## config.mk

```make
export PLATFORM = sky130hd
export DESIGN_NAME = addsub_pipe
export DESIGN_NICKNAME = d
export VERILOG_FILES = /design/src/rtl/addsub_pipe.sv
export SDC_FILE = /design/constraint.sdc
export NUM_CORES = 1
export LEC_CHECK = 0
export BUFFER_PORTS_ARGS = -buffer_cell sky130_fd_sc_hd__buf_2
export CAP_MARGIN = 30
export CORE_ASPECT_RATIO = 0.8
export CORE_MARGIN = 2
export CORE_UTILIZATION = 51
export DETAILED_ROUTE_END_ITERATION = 12
export MAX_ROUTING_LAYER = met4
export PLACE_DENSITY = 0.76
export SYNTH_ARGS = -nofsm -noshare
export SYNTH_HDL_FRONTEND = slang
export SYNTH_SLANG_ARGS = --single-unit
```

## constraint.sdc

```tcl
create_clock -name clk -period 2.34 [get_ports clk]
set_input_delay 0.702 -clock clk [delete_from_list [all_inputs] [get_ports clk]]
set_output_delay 0.702 -clock clk [all_outputs]
set_load 0.03 [all_outputs]
```

## src/rtl/addsub_pipe.sv

```systemverilog
// Pipelined add/subtract unit with run-time add/sub, signed/unsigned and wrap/saturate modes.
// Optional input register stage, registered output stage, valid/ready on both sides.
module addsub_pipe #(
  parameter int unsigned WIDTH  = 8,
  parameter bit          REG_IN = 1'b1
) (
  input  logic             clk,
  input  logic             rst_n,
  input  logic             in_valid,
  output logic             in_ready,
  input  logic [WIDTH-1:0] X,
  input  logic [WIDTH-1:0] Y,
  input  logic             op,
  input  logic             sgn,
  input  logic             sat,
  output logic             out_valid,
  input  logic             out_ready,
  output logic [WIDTH-1:0] result,
  output logic             flag_z,
  output logic             flag_n,
  output logic             flag_c,
  output logic             flag_v
);

  localparam int unsigned MSB = WIDTH - 1;

  logic             out_valid_q;
  logic [WIDTH-1:0] result_q;
  logic             flag_z_q;
  logic             flag_n_q;
  logic             flag_c_q;
  logic             flag_v_q;

  // Output stage may load when empty or when its current result leaves this cycle.
  logic out_take;
  assign out_take = !out_valid_q || out_ready;

  logic             ex_valid;
  logic [WIDTH-1:0] ex_x;
  logic [WIDTH-1:0] ex_y;
  logic             ex_op;
  logic             ex_sgn;
  logic             ex_sat;

  generate
    if (REG_IN) begin : g_in_reg
      logic             s1_valid_q;
      logic [WIDTH-1:0] s1_x_q;
      logic [WIDTH-1:0] s1_y_q;
      logic             s1_op_q;
      logic             s1_sgn_q;
      logic             s1_sat_q;

      always_ff @(posedge clk or negedge rst_n) begin
        if (!rst_n) begin
          s1_valid_q <= 1'b0;
          s1_x_q     <= '0;
          s1_y_q     <= '0;
          s1_op_q    <= 1'b0;
          s1_sgn_q   <= 1'b0;
          s1_sat_q   <= 1'b0;
        end else if (in_ready) begin
          s1_valid_q <= in_valid;
          if (in_valid) begin
            s1_x_q   <= X;
            s1_y_q   <= Y;
            s1_op_q  <= op;
            s1_sgn_q <= sgn;
            s1_sat_q <= sat;
          end
        end
      end

      assign in_ready = !s1_valid_q || out_take;
      assign ex_valid = s1_valid_q;
      assign ex_x     = s1_x_q;
      assign ex_y     = s1_y_q;
      assign ex_op    = s1_op_q;
      assign ex_sgn   = s1_sgn_q;
      assign ex_sat   = s1_sat_q;
    end else begin : g_in_bypass
      assign in_ready = out_take;
      assign ex_valid = in_valid;
      assign ex_x     = X;
      assign ex_y     = Y;
      assign ex_op    = op;
      assign ex_sgn   = sgn;
      assign ex_sat   = sat;
    end
  endgenerate

  logic [WIDTH:0]   sum_ext;
  logic [WIDTH-1:0] raw;
  logic [WIDTH-1:0] result_d;
  logic             flag_c_d;
  logic             flag_v_d;

  // Carry/overflow describe the unsaturated operation; saturation only replaces the value.
  always_comb begin
    if (ex_op) begin
      sum_ext = {1'b0, ex_x} + {1'b0, ex_y};
    end else begin
      sum_ext = {1'b0, ex_x} + {1'b0, ~ex_y} + {{WIDTH{1'b0}}, 1'b1};
    end
    raw = sum_ext[WIDTH-1:0];

    if (ex_op) begin
      flag_c_d = sum_ext[WIDTH];
      flag_v_d = (ex_x[MSB] == ex_y[MSB]) && (raw[MSB] != ex_x[MSB]);
    end else begin
      flag_c_d = (ex_x < ex_y);
      flag_v_d = (ex_x[MSB] != ex_y[MSB]) && (raw[MSB] != ex_x[MSB]);
    end

    result_d = raw;
    if (ex_sat) begin
      if (!ex_sgn) begin
        if (flag_c_d) begin
          result_d = ex_op ? {WIDTH{1'b1}} : {WIDTH{1'b0}};
        end
      end else if (flag_v_d) begin
        result_d = ex_x[MSB] ? {1'b1, {MSB{1'b0}}} : {1'b0, {MSB{1'b1}}};
      end
    end
  end

  always_ff @(posedge clk or negedge rst_n) begin
    if (!rst_n) begin
      out_valid_q <= 1'b0;
      result_q    <= '0;
      flag_z_q    <= 1'b0;
      flag_n_q    <= 1'b0;
      flag_c_q    <= 1'b0;
      flag_v_q    <= 1'b0;
    end else if (out_take) begin
      out_valid_q <= ex_valid;
      if (ex_valid) begin
        result_q <= result_d;
        flag_z_q <= (result_d == '0);
        flag_n_q <= result_d[MSB];
        flag_c_q <= flag_c_d;
        flag_v_q <= flag_v_d;
      end
    end
  end

  assign out_valid = out_valid_q;
  assign result    = result_q;
  assign flag_z    = flag_z_q;
  assign flag_n    = flag_n_q;
  assign flag_c    = flag_c_q;
  assign flag_v    = flag_v_q;

endmodule

```

==> results by stage <==
Routing:
- The count of nets left with antenna violations once routing finished came out at 0.
- Detailed routing inserted a total of between 1500 and 2000 vias.
- The number of DRC violations after detailed routing is 0.
- For this run, the detailed router's first-pass iteration total came to 4.
- The final wirelength is 4900 microns.
- The via count normalized by instance count is approximately 5.3.
- The first routing iteration left 67 violations.
- The detailed-route wire length per cell is ~15 microns.

Global route:
- The first global-routing pass estimated ~7700 microns of wire.
- The overall fraction of global-route tracks in use is between 20% and 30%.
- The number of antenna violations at the first check in global routing came to 0.
- The overall overflow remaining after global route is 0.
- The via count of the first global-routing pass is 1740.
- The pin count of the biggest net entering global routing is 33.

Setup path:
- In this run the worst path has a maximum fanout of 3.
- The nature of the critical path endpoint is a flop.
- The internal reg-to-reg setup slack is -0.14 ns.
- At the worst endpoint, the arrival time is 2.68 ns.
- The depth of the most critical reg-to-reg path is 9.
- Among cell families on the critical path, the largest total delay comes from compound AO/OA/AOI/OAI gates.
- The critical path data required time is around 2.5 ns.
- The delay of the slowest cell on the worst path is ~0.44 ns.
- STA classifies the critical path startpoint as a flop.
- The largest individual stage delay along the critical path comes from the cell o41a_1.
- Traced cell by cell, the critical path runs through ha_4 > fa_2 > nor3b_2 > nor3_2 > o31ai_2 > a22oi_1 > xor2_1 > o41a_1 > o31ai_2.
- The most numerous cell type found on the critical path is o31ai_2.
- The end of the worst register-to-register path is flag_z$_DFFE_PN0P_.
- The worst register-to-register path begins at ex_y[0]$_DFFE_PN0P_.
- The worst setup path category is reg -> reg.
- The buffer and inverter count on the worst path is 0.

STA:
- Setup repair after global routing could not meet its margin everywhere.
- The final worst-path setup slack is -0.144 ns.
- Setup violations remaining at the end of the flow were counted as 6.
- Across the routed clock network, the largest skew measured is approximately 0.0053 ns.
- Based on the critical path, the design can be clocked at up to 403 MHz.
- The headroom to the max-slew limit is between 50% and 60%.
- The number of hold-slack violations in the final timing report came to 0.
- The number of pins with negative max-slew slack in the final report came to 0.
- The time the worst path needs with I/O delays and setup is 2.48 ns.
- The worst hold slack is 0.448 ns.
- The worst-margin pin slew is between 0.6 and 0.7 ns.
- The part of the cycle the worst path needs is 106%.

Logic synthesis:
- Sequential cells were found to cover a little over a third of the synthesized design area.
- The number of synthesized register bits is 32.
- The most numerous cell in the Yosys netlist is dfrtp_1.
- Synthesis handed over a netlist of about 220 instances.
- Averaged over all synthesized cells, the footprint is ~10 sq um.
- The biggest area consumer among synthesized cells is dfrtp_1.
- Of the total synthesized cell area, the portion taken by AND, OR, NAND and NOR gates is between 10 and 15%.
- The synthesized netlist devotes 19.7% of its cell area to compound gates.
- Of all flip-flops after synthesis, the portion carrying an async set or reset was between 90% and 100%.
- The most frequently used flop master after synthesis is dfrtp_1.
- Counting distinct cell types in the post-synthesis netlist gives between 50 and 60.
- Yosys attributes the largest share of cell area to dfrtp_1 (36%), mux2_2 (10%), ha_1 (8.9%).
- The dominant combinational cell family by area after synthesis is compound AO/OA/AOI/OAI gates.
- Of the total synthesized cell area, the portion taken by XOR and XNOR cells is ~2.7%.
- The top cell type by area accounts for a little over a third of the synthesized area.
- After synthesis, the most frequently instantiated cells are dfrtp_1 (32), mux2_2 (20), ha_1 (16).
- The synthesized netlist net count is 257.
- The multiplexer share of the synthesized area is between 10 and 15%.
- The number of warnings printed during yosys synthesis is 0.
- The number of enable-type register cells in the synthesized netlist is 0.
- Summing the areas of all fa, ha and maj instances in the mapped netlist gives 10.7% of the synthesized area.
- The cell area that synthesis handed to floorplanning was approximately 2200 sq um.

Power and ir drop:
- Summed over all nets, the switching power comes to roughly 1.2 mW.
- In this run, the combinational gates consume a little under three fifths of the power.
- For this design the static power due to leakage is ~1.3 nW.
- The total design power is 2.88 mW.
- The proportion of total power due to net switching is a little over 40%.
- The share of total power dissipated in the clock network is between 15 and 20%.
- The part of the power in registers is a little over a quarter.
- The internal power of the cells is around 1.7 mW.
- Across the VDD grid, the largest voltage drop is around 0.00052 V.
- The power per standard cell area is 961 nW/um^2.

Clock tree:
- For the worst-skew pair, the clock arrives at the later sink with an insertion delay of about 0.29 ns.
- The library cell used as clock root buffer is clkbuf_8.
- The H-tree generated during clock tree synthesis spans 2 levels.
- The number of clock buffers inserted by TritonCTS is 5.
- The number of buffers added to fix hold violations after cts is 0.
- The clock-pin transition on the worst setup and hold timing paths is roughly 0.060 ns.
- The clock sink count is 32.
- The TritonCTS clock tree is done.
- The maximum number of buffers from clock root to sink is 2.

Floorplanning:
- 37 I/O pins were placed.
- The effective utilization at floorplan is a little over half.
- The core outline area is 4200 sq um.
- After floorplanning, the core was divided into 21 placement rows.
- The die covers 4960 sq um.
- Measured along the x axis, the die boundary spans between 70 and 80 microns.
- The vertical extent of the die is 63.4 microns.

Finish:
- The combined flip-flop and latch cell area is about 800 sq um.
- In the final layout, the multi-input gates occupy approximately 1500 sq um.
- The number of antenna diodes in the final layout is 0.
- After routing the design area is about 3000 sq um.
- The post-layout net count is ~320.
- The count of cells in the finished layout, fillers not included, comes to around 340.
- The area overhead of the layout relative to synthesis is 33.2%.
- The ratio of cells with drive above 1 in the final layout is approximately 50%.
- The utilization after layout is between 70% and 80%.
- Counting the fill cells in the layout gives 346.

Outcome:
- The flow ran to the end, but the final reports show violations.
- The final reports fail on negative setup slack.

Placement:
- Summed over all nets, the half-perimeter wirelength after detailed placement is 3380 microns.
- After detailed placement, the total cell area comes to around 2600 sq um.
- At the end of routability-driven placement, the weighted congestion stood at approximately 0.85.
- The count of port buffers added during placement is 36.
- Including well taps, the total number of placed cells is 327.

Worst hold path:
- The path type of the worst min-delay path is in -> async.

Flow run:
- The tool flagged a number of max-cap violations equal to 0.
==> worst max path at each step <==
stage / startpoint / cells after the start / slack, ns / end
finish: ex_y[0]$_DFFE_PN0P_ / 9 / -0.14 / flag_z$_DFFE_PN0P_
detailed placement: ex_x[0]$_DFFE_PN0P_ / 9 / -0.15 / flag_z$_DFFE_PN0P_
global placement: ex_y[0]$_DFFE_PN0P_ / 9 / -0.16 / flag_z$_DFFE_PN0P_
global route: ex_y[0]$_DFFE_PN0P_ / 9 / -0.28 / flag_z$_DFFE_PN0P_
floorplan: ex_x[0]$_DFFE_PN0P_ / 10 / 0.02 / flag_z$_DFFE_PN0P_
CTS: ex_y[0]$_DFFE_PN0P_ / 9 / -0.14 / flag_z$_DFFE_PN0P_
==> layer usage <==
| layer | up-vias | global-route usage (%) | part of all wire [%] |
|---|---|---|---|
| li1 | 889 | - | - |
| met1 | 864 | 25.6 | 46 |
| met2 | 46 | 31.0 | 49 |
| met3 | 9 | 5.30 | 4.1 |
| met4 | 0 | 7.89 | 1.6 |
| met5 | - | - | 0 |
==> through the flow <==
| step | setup WS (ns) | setup TNS, ns |
|---|---|---|
| after floorplan | 0.0199 | 0 |
| after global placement | -0.157 | -0.693 |
| after detailed placement | -0.154 | -0.769 |
| after CTS | -0.142 | -0.537 |
| after global routing | -0.275 | -1.25 |
| final | -0.144 | -0.233 |
==> flip-flops by register name, indices dropped and copies added, names as in the netlist <==
register and flops:
out_valid 1, ex_valid 1, flag_z 1, ex_sgn 1
flag_c 1, flag_v 1, ex_y 8, ex_sat 1
result 8, ex_x 8, ex_op 1
==> what timing repair did <==
item / 4_1_cts / 5_1_grt
endpoints found under the setup margin: 10 / 10
setup buffers: 0 / 4
pin swaps: 0 / 14
resized for setup: 8 / 30
==> power by group through the flow <==
stage	registers, mW	logic (mW)	clock network (mW)
global placement	0.776	1.36	0
CTS	0.777	1.42	0.474
floorplan	0.950	0.834	0
detailed placement	0.786	1.38	0
global route	0.807	1.76	0.499
finish	0.787	1.63	0.459
==> kinds of logic (layout without fill, tap and decap cells) <==
family | after synthesis | count (layout)
compound gates | 53 | 53
flops | 32 | 32
fa+ha+maj | 18 | 18
simple gates | 59 | 59
buf+inv | 24 | 89
mux | 23 | 23
xor+xnor | 7 | 7
==> area by class of cell <==
| type | instances | area share, % |
|---|---|---|
| multi-input cells | 160 | 51.5 |
| flip-flops and latches | 32 | 26.8 |
| repair buffers | 68 | 14.3 |
| clock buffers | 7 | 3.22 |
| well taps | 57 | 2.38 |
| inverters | 14 | 1.75 |
==> layout by cell type (no fill, tap or decap), drive strengths merged, types with 2 or more instances in the layout <==
| cell type | count |
|---|---|
| nand3 | 4 |
| nor3 | 4 |
| and2 | 3 |
| a22o | 4 |
| nand3b | 2 |
| nor4 | 2 |
| o21a | 3 |
| ha | 16 |
| fa | 2 |
| a211oi | 5 |
| nand2b | 9 |
| o21ai | 10 |
| xnor2 | 5 |
| or2 | 2 |
| a31oi | 5 |
| nor2 | 12 |
| clkbuf | 7 |
| a21oi | 11 |
| inv | 14 |
| dfrtp | 32 |
| a2111oi | 2 |
| o31ai | 3 |
| mux2 | 21 |
| xor2 | 2 |
| nand2 | 14 |
| nor2b | 3 |
| mux2i | 2 |
| buf | 68 |
| a21o | 3 |
Note: power is estimated with default switching activity, not from simulation.
